**config.mk**
```make
export PLATFORM = sky130hd
export DESIGN_NAME = track_writeback
export DESIGN_NICKNAME = d
export VERILOG_FILES = /design/src/rtl/track_writeback.sv
export SDC_FILE = /design/constraint.sdc
export NUM_CORES = 1
export LEC_CHECK = 0
export ABC_AREA = 1
export BUFFER_PORTS_ARGS = -buffer_cell sky130_fd_sc_hd__buf_2
export CAP_MARGIN = 20
export CORE_AREA = 2 2 81 83
export CTS_CLUSTER_SIZE = 25
export DETAILED_ROUTE_END_ITERATION = 8
export DIE_AREA = 0 0 83 85
export HOLD_SLACK_MARGIN = 0.06
export PLACE_DENSITY = 0.85
export SLEW_MARGIN = 20
export SYNTH_ARGS = -nofsm -noshare
export SYNTH_HDL_FRONTEND = slang
export SYNTH_SLANG_ARGS = --single-unit
export TNS_END_PERCENT = 30
```
**constraint.sdc**
```tcl
create_clock -name clk_sys -period 4.89 [get_ports clk_sys]
set_clock_uncertainty 0.15 [all_clocks]
set_input_delay 0.489 -clock clk_sys [delete_from_list [all_inputs] [get_ports clk_sys]]
set_output_delay 0.489 -clock clk_sys [all_outputs]
set_load 0.01 [all_outputs]
```
**src/rtl/track_writeback.sv**
```systemverilog
// Flushes a dirty Apple II NIB track from track RAM back to the SD image via the hps_io sector interface.
// Optional idle auto-flush is compiled in with `define TRACK_WB_AUTOFLUSH_EN.
module track_writeback #(
  parameter int SECTORS           = 13,
  parameter int IDLE_FLUSH_CYCLES = 14318180
) (
  input  logic        clk_sys,
  input  logic        reset_n,
  input  logic        track_we,
  input  logic        flush_req,
  input  logic [5:0]  flush_track,
  input  logic        img_mounted,
  input  logic        img_size_nz,
  input  logic        img_readonly,
  output logic [31:0] sd_lba,
  output logic        sd_wr,
  input  logic        sd_ack,
  input  logic [8:0]  sd_buff_addr,
  output logic [7:0]  sd_buff_din,
  output logic [12:0] tram_addr,
  input  logic [7:0]  tram_do,
  output logic        busy,
  output logic        flush_done,
  output logic        cpu_wait
);

  typedef enum logic [1:0] {IDLE, START, XFER, DONE} state_t;

  localparam logic [3:0] LAST_SEC = 4'(SECTORS - 1);

  state_t      r_state, w_stateNext;
  logic        r_dirty, r_oldAck, r_sdWr, r_busy, r_flushDone, r_internal;
  logic [31:0] r_sdLba;
  logic [3:0]  r_sec;
  logic [5:0]  r_wtrack;

  logic        w_sdWrNext, w_busyNext, w_flushDoneNext, w_internalNext;
  logic [31:0] w_sdLbaNext;
  logic [3:0]  w_secNext;
  logic [5:0]  w_wtrackNext;
  logic        w_ackRise, w_ackFall, w_canWrite, w_dirtyClr, w_autoGo;
  logic [5:0]  w_autoTrack;

  assign w_ackRise  = sd_ack & ~r_oldAck;
  assign w_ackFall  = ~sd_ack & r_oldAck;
  assign w_canWrite = r_dirty & img_size_nz & ~img_readonly;

`ifdef TRACK_WB_AUTOFLUSH_EN
  localparam logic [23:0] QUIET_LAST = 24'(IDLE_FLUSH_CYCLES - 1);

  logic [23:0] r_quiet;
  logic [5:0]  r_autoTrack;
  logic        r_armed;

  // Quiet-time counter; the first write after a request re-latches the track in case the loader moved on.
  always_ff @(posedge clk_sys or negedge reset_n) begin
    if (!reset_n) begin
      r_quiet     <= '0;
      r_autoTrack <= '0;
      r_armed     <= 1'b0;
    end else begin
      if (track_we || !r_dirty)
        r_quiet <= '0;
      else if (r_state == IDLE && r_quiet != QUIET_LAST)
        r_quiet <= r_quiet + 24'd1;
      if (r_state == IDLE && flush_req) begin
        r_autoTrack <= flush_track;
        r_armed     <= 1'b1;
      end else if (track_we && r_armed) begin
        r_autoTrack <= flush_track;
        r_armed     <= 1'b0;
      end
    end
  end

  assign w_autoGo    = (r_state == IDLE) & w_canWrite & (r_quiet == QUIET_LAST) & ~flush_req & ~track_we;
  assign w_autoTrack = r_autoTrack;
`else
  assign w_autoGo    = 1'b0;
  assign w_autoTrack = '0;
`endif

  always_ff @(posedge clk_sys or negedge reset_n) begin
    if (!reset_n) r_state <= IDLE;
    else          r_state <= w_stateNext;
  end

  always_comb begin
    w_stateNext = r_state;
    unique case (r_state)
      IDLE:  if (flush_req)     w_stateNext = w_canWrite ? START : DONE;
             else if (w_autoGo) w_stateNext = START;
      START: w_stateNext = XFER;
      // A mount on the very cycle of the fall must not leave us waiting for an ack that never comes.
      XFER:  if (w_ackFall && (!r_sdWr || img_mounted)) w_stateNext = DONE;
      DONE:  w_stateNext = IDLE;
      default: w_stateNext = IDLE;
    endcase
  end

  always_comb begin
    w_sdWrNext      = r_sdWr;
    w_busyNext      = r_busy;
    w_flushDoneNext = 1'b0;
    w_internalNext  = r_internal;
    w_sdLbaNext     = r_sdLba;
    w_secNext       = r_sec;
    w_wtrackNext    = r_wtrack;
    unique case (r_state)
      IDLE: begin
        if (flush_req) begin
          w_wtrackNext   = flush_track;
          w_internalNext = 1'b0;
        end else if (w_autoGo) begin
          w_wtrackNext   = w_autoTrack;
          w_internalNext = 1'b1;
        end
      end
      START: begin
        w_secNext   = '0;
        w_sdLbaNext = 32'(SECTORS) * 32'(r_wtrack);
        w_sdWrNext  = 1'b1;
        w_busyNext  = 1'b1;
      end
      XFER: begin
        if (w_ackRise) begin
          if (r_sec >= LAST_SEC) w_sdWrNext = 1'b0;
          w_sdLbaNext = r_sdLba + 32'd1;
        end
        if (w_ackFall) w_secNext = r_sec + 4'd1;
        if (img_mounted) w_sdWrNext = 1'b0;
      end
      DONE: begin
        w_flushDoneNext = ~r_internal;
        w_busyNext      = 1'b0;
      end
      default: ;
    endcase
  end

  // A write in the same cycle as any clear keeps the track dirty.
  assign w_dirtyClr = (r_state == START) | (r_state == IDLE & flush_req & ~w_canWrite) | img_mounted;

  always_ff @(posedge clk_sys or negedge reset_n) begin
    if (!reset_n) begin
      r_dirty     <= 1'b0;
      r_oldAck    <= 1'b0;
      r_sdWr      <= 1'b0;
      r_busy      <= 1'b0;
      r_flushDone <= 1'b0;
      r_internal  <= 1'b0;
      r_sdLba     <= '0;
      r_sec       <= '0;
      r_wtrack    <= '0;
    end else begin
      if (track_we)        r_dirty <= 1'b1;
      else if (w_dirtyClr) r_dirty <= 1'b0;
      r_oldAck    <= sd_ack;
      r_sdWr      <= w_sdWrNext;
      r_busy      <= w_busyNext;
      r_flushDone <= w_flushDoneNext;
      r_internal  <= w_internalNext;
      r_sdLba     <= w_sdLbaNext;
      r_sec       <= w_secNext;
      r_wtrack    <= w_wtrackNext;
    end
  end

  assign sd_lba      = r_sdLba;
  assign sd_wr       = r_sdWr;
  assign busy        = r_busy;
  assign cpu_wait    = r_busy;
  assign flush_done  = r_flushDone;
  assign tram_addr   = {r_sec, sd_buff_addr};
  assign sd_buff_din = tram_do;

endmodule
```
==> run summary, run 1 <==
share of the clock period used by the worst path: 61.5%
Remaining Overflow, GRT: 0
post-synth top area cell: dfrtp_1
total cell area at the placement stage: 0.00370 mm²
number of slew-limit violations in the final report: 0
startpoint type of the worst setup path: flip-flop
post-synthesis cell type count: 38
number of hold violations in the final report: 0
Routed Antenna Nets: 0
starting density of the core: 56.5%
core utilization of the finished layout: 61.7%
power density over cell area: 553 mW/mm²
cell types with the largest area share after synthesis: dfrtp_1, nand2_1, ha_1
max_cap viols: 0
number of instances in the placed design: 582
antenna violations before repair: 0
type of the worst setup path: flip-flop to flip-flop
clk root buf: clkbuf_8
number of antenna repair diodes: 0
first-pass GRT wire length: 13,700 µm
prevailing post-synth register cell: dfrtp_1
CTS tree: done
CORE AREA: 0.00620 mm²
list of cells traversed by the critical path: inv_1, ha_1, inv_2, nand2_2, nand2_4, inv_8, nor2_1, nand3_1, nand2_1, nand2_1, nor2_1
Max Root-Sink Buffers: 2
ratio of cells with drive above 1 in the final layout: 17.1%
Leak Pwr: 1.98 nW
number of port buffers: 53
transition time at the pin with the least slew margin: 930 ps
DRC violations left: 0
count of endpoints failing setup in the final report: 0
Reg area: 0.00123 mm²
number of enable flip-flop cells after synthesis: 0
Final Wtd Congestion: 0.876
boundary pin count: 88
vias in the first global route: 3,017
setup TNS: 0 ps
sinks on the clock net: 49
fill count: 566
RSZ-0062 raised after global routing: false
GR Util All Layers: 23.5%
fin crit period: 3010 ps
top post-synthesis cells by count: nand2_1, inv_1, nor2_1, dfrtp_1, nand3_1
via total after detailed routing: 3,216
share of the synthesized area in the top cell type: 35.0%
average cell area after synthesis: 7.35 µm²
DIE WIDTH: 83 µm
Post-Synthesis Cells: 477
height of the chip: 85 µm
DR WL/cell: 13.7 µm
Clk Latency, worst-skew pair: 310 ps
iteration count of the initial detailed-routing pass: 5
layout net count: 570
maximum net fanout on the critical path: 25
area used by multi-input combinational logic: 0.00187 mm²
vias per std cell: 5.44
Arr. time, crit path: 3080 ps
largest net degree at the start of global routing: 28
cell area after synthesis: 0.00350 mm²
final instance area: 0.00383 mm²
Die ar.: 0.00706 mm²
flip-flop and latch count after synthesis: 49
fraction of the yosys area taken by sequential cells: 35.0%
worst voltage drop across the vdd grid: 0.000452 V
Post-Route WL: 8090 µm
highest attainable clock frequency: 0.332 GHz
critical path's slowest cell: ha_1
worst slew slack as a fraction of its limit: 38.0%
H-tree Lvls: 2
total CTS buffers: 5
Syn. warnings: 0
final instance count without filler cells: 591
delay of the slowest critical-path stage: 790 ps
async set-reset flop share out of synthesis: 100%
number of rows created at floorplan: 29
final HPWL from detailed placement: 6260 µm
cell with the most instances after synthesis: nand2_1
CTS clk-pin slew, worst paths: 100 ps
detailed router's first-iteration violation count: 221
Layout Area Growth over Synthesis: 9.28%
cts repair resizes: 0
path class of the lowest-slack min-delay path: input port to flip-flop
data required time of the critical path: 4960 ps
endpoint type of the worst setup path: flip-flop
outcome: finished, final reports clean
Post-Synthesis Net Count: 534
## where the power goes
part | internal [W] | leakage, nW | switching [W] | total, W
Clock | 0.000167 | 0.0585 | 0.000141 | 0.000308
Combinational | 0.000431 | 1.28 | 0.000767 | 0.00120
Sequential | 0.000501 | 0.637 | 0.000111 | 0.000612
## placed cells by master, fill, tap and decap left out, types with 2 or more instances in the layout
cell / n
nand3_4: 2
nand2_1: 140
nor2_2: 4
nand3_1: 29
inv_2: 2
o21ai_0: 19
ha_1: 23
nand2_2: 4
dfrtp_1: 49
o22ai_1: 2
a31oi_1: 4
nor3_1: 4
a21oi_1: 21
fa_1: 3
nand3b_1: 2
buf_2: 53
nor2_4: 7
clkbuf_8: 6
nand4_1: 9
nor2_1: 54
o21ai_1: 4
nand3_2: 2
inv_1: 54
## final cells by class
type,count,share of cell area (%)
multi-input combinational,344,48.8
tap,77,2.52
clock buffer,7,2.25
timing repair buffer,55,7.71
clock inverter,1,0.784
sequential,49,32.0
inverter,58,5.88
## worst paths after layout
kind                            slack [ps]  cells after the start       start    endpoint
worst max-delay path                  1880                     11  r_state[0]  sd_lba[25]
worst min-delay path                   220                      1      sd_ack    r_oldAck
min in group asynchronous              540                      2     reset_n  sd_lba[22]
worst max register to register        1880                     11  r_state[0]  sd_lba[25]
max in group asynchronous             3500                      3     reset_n  sd_lba[14]
worst min register to register         330                      1    r_sec[2]       sd_wr
## registers in the layout, indices dropped and copies added (netlist names)
register	flops
r_state	2
sd_wr	1
r_dirty	1
sd_lba	32
r_oldAck	1
flush_done	1
r_sec	4
busy	1
r_wtrack	6
## per-stage QoR
step	total power, W	setup slack [ps]	hold slack (ps)
floorplan	0.00151	2470	43.4
global placement	0.00173	2090	334
detailed placement	0.00179	1930	333
CTS	0.00211	1900	211
global route	0.00233	1620	206
finish	0.00212	1880	217
## cell families (layout without fill, tap and decap cells)
kind of cell    Yosys count  in the layout  share of synthesized area [%]
fa+ha+maj                26             26                           9.93
simple gates            263            263                           34.9
buf+inv                  84            121                           11.6
xor+xnor                  1              1                          0.250
compound gates           53             53                           8.03
flops                    49             49                           35.0
mux                       1              1                          0.286
## critical path, delay by kind of cell, from the launching register on
family                   cells  cell delay, ps
AND/OR/NAND/NOR              7            1000
flip-flops                   1             420
buffers and inverters        3             540
adder cells (fa/ha/maj)      1             790
## per-layer routing
metal / GRT usage, % / vias to the layer above / share of wire, %
li1: - / 1585 / -
met3: 3.79 / 21 / 5.9
met1: 29.9 / 1497 / 43
met2: 41.0 / 113 / 49
met5: 0 / - / 0
met4: 8.20 / 0 / 2.5
## repair_timing
action,in CTS,in global routing
buffers inserted,0,0
setup endpoints to repair,0,0
hold buffers,1,0
hold endpoints to repair,22,0
Power figures use the tool's default switching activity.
==> inputs of run 2 (changes only) <==
--- a/config.mk
+++ b/config.mk
@@ -8,12 +8,12 @@
 export ABC_AREA = 1
 export BUFFER_PORTS_ARGS = -buffer_cell sky130_fd_sc_hd__buf_2
 export CAP_MARGIN = 20
-export CORE_AREA = 2 2 81 83
+export CORE_AREA = 2 2 84 86
 export CTS_CLUSTER_SIZE = 25
 export DETAILED_ROUTE_END_ITERATION = 8
-export DIE_AREA = 0 0 83 85
+export DIE_AREA = 0 0 86 88
 export HOLD_SLACK_MARGIN = 0.06
-export PLACE_DENSITY = 0.85
+export PLACE_DENSITY = 0.79
 export SLEW_MARGIN = 20
 export SYNTH_ARGS = -nofsm -noshare
 export SYNTH_HDL_FRONTEND = slang
==> constraint.sdc (replaced) <==
create_clock -name clk_sys -period 2.9 [get_ports clk_sys]
set_clock_uncertainty 0.15 [all_clocks]
set_input_delay 0.29 -clock clk_sys [delete_from_list [all_inputs] [get_ports clk_sys]]
set_output_delay 0.29 -clock clk_sys [all_outputs]
set_load 0.01 [all_outputs]
==> run 2 against run 1 <==
  * Sequential power is 67% higher
  * Routed wire length down 4.3%
  * Final area up 1.6%
  * Worst hold slack got worse by 15 ps
  * Fmax is 15% higher
  * Core utilization is 3.2 points lower
  * Flip-flop and latch count unchanged
  * Clock power is 35% higher
  * Via count decreased by 2.4%
  * Largest power group unchanged
==> run summary, run 2 (synthesis gave the netlist of run 1 again) <==
core utilization of the finished layout: 58.6%
number of slew-limit violations in the final report: 0
worst voltage drop across the vdd grid: 0.000581 V
Arr. time, crit path: 2660 ps
clk root buf: clkbuf_8
setup TNS: 0 ps
highest attainable clock frequency: 0.384 GHz
Die ar.: 0.00757 mm²
number of rows created at floorplan: 30
height of the chip: 88 µm
startpoint of the tightest hold check path: img_mounted
worst slew slack as a fraction of its limit: 54.5%
Top cell by count, worst path: nand2_1
count of endpoints failing setup in the final report: 0
post-layout power: 0.00343 W
commonest cells after routing, fill and taps aside: nand2_1, inv_1, nor2_1, buf_2, dfrtp_1
largest net degree at the start of global routing: 30
DRC violations left: 0
list of cells traversed by the critical path: ha_1, fa_1, fa_1, nand2_1, nand2_1, nand3_1, nand3_1, nand3_1, nand2_1, nand2_1, nand2_1
ratio of cells with drive above 1 in the final layout: 17.4%
CTS tree: done
critical path's slowest cell: fa_1
CTS clk-pin slew, worst paths: 90 ps
RSZ-0062 raised after global routing: false
outcome: finished, final reports clean
DIE WIDTH: 86 µm
number of hold violations in the final report: 0
boundary pin count: 88
Routed Antenna Nets: 0
final HPWL from detailed placement: 5790 µm
share of the clock period used by the worst path: 89.9%
delay of the slowest critical-path stage: 530 ps
number of buffers and inverters on the critical path: 0
type of the worst setup path: flip-flop to flip-flop
startpoint type of the worst setup path: flip-flop
max_cap viols: 0
sinks on the clock net: 49
max reg flops: 32
data required time of the critical path: 2960 ps
power density over cell area: 883 mW/mm²
detailed router's first-iteration violation count: 221
H-tree Lvls: 2
worst reg-to-reg setup slack: 290 ps
most common library cell in the layout ignoring fill and taps: nand2_1
Clk Latency, worst-skew pair: 310 ps
CORE AREA: 0.00664 mm²
layout net count: 580
via total after detailed routing: 3,139
Min Hold Slack: 202 ps
fin crit period: 2610 ps
antenna violations before repair: 0
fill count: 617
Worst Hold Path EP: r_dirty
maximum net fanout on the critical path: 4
total CTS buffers: 5
hold path cells: 3
Final Wtd Congestion: 0.870
path class of the lowest-slack min-delay path: input port to flip-flop
Remaining Overflow, GRT: 0
post-CTS setup buffers: 0
dominant delay contributor by cell family on the critical path: adder cells
starting density of the core: 52.7%
Max Root-Sink Buffers: 2
DR WL/cell: 12.8 µm
Setup crit start: r_wtrack[1]
first-pass GRT wire length: 13,200 µm
number of antenna repair diodes: 0
start of the worst register-to-register path: r_wtrack[1]
Leak Pwr: 1.99 nW
vias in the first global route: 2,976
endpoint type of the worst setup path: flip-flop
transition time at the pin with the least slew margin: 682 ps
Layout Area Growth over Synthesis: 11.0%
number of port buffers: 53
Post-Route WL: 7750 µm
Worst R2R Path Depth: 11
GR Util All Layers: 21.5%
vias per std cell: 5.20
iteration count of the initial detailed-routing pass: 4
critical register-to-register path endpoint: sd_lba[9]
[run 2: cell type report]
class	instances	area (µm²)	area share (%)
repair buffers	65	378	9.71
well taps	80	100	2.57
multi-input cells	344	1870	48.1
flip-flops and latches	49	1230	31.5
clock buffers	5	68.8	1.77
clock inverters	3	22.5	0.579
inverters	58	225	5.79
[run 2: worst register-to-register path, stage by stage (launching register included)]
cell	delay, ps
dfrtp_1	420
ha_1	340
fa_1	530
fa_1	480
nand2_1	90
nand2_1	80
nand3_1	100
nand3_1	70
nand3_1	80
nand2_1	50
nand2_1	50
nand2_1	50
[run 2: worst max-delay path by stage]
stage                end  cells after the start
3_5_place_dp   sd_lba[7]                     11
5_1_grt        sd_lba[9]                     11
2_1_floorplan  sd_lba[9]                     11
6_report       sd_lba[9]                     11
3_3_place_gp   sd_lba[9]                     11
4_1_cts        sd_lba[7]                     11
[run 2: per-layer routing]
layer	share of wire, %	up-vias	global-route usage, %
li1	-	1598	-
met1	45	1447	27.9
met2	49	87	36.9
met3	5.4	7	3.68
met4	1.1	0	6.20
met5	0	-	0
[run 2: timing repair]
action	CTS	global route
endpoints found under the hold margin	36	0
hold buffers	9	0
resized for setup	0	0
[run 2: through the flow]
stage                     std cells  worst slack, ps  area (µm²)
after floorplan                 477              480        3500
after global routing            604             85.5        3890
after detailed placement        587              330        3710
after global placement          587              399        3710
final                           604              293        3890
after CTS                       604              305        3890
[run 2: power breakdown]
| group | internal (W) | switching (W) |
|---|---|---|
| registers | 0.000844 | 0.000177 |
| logic | 0.000742 | 0.00126 |
| clock network | 0.000170 | 0.000246 |
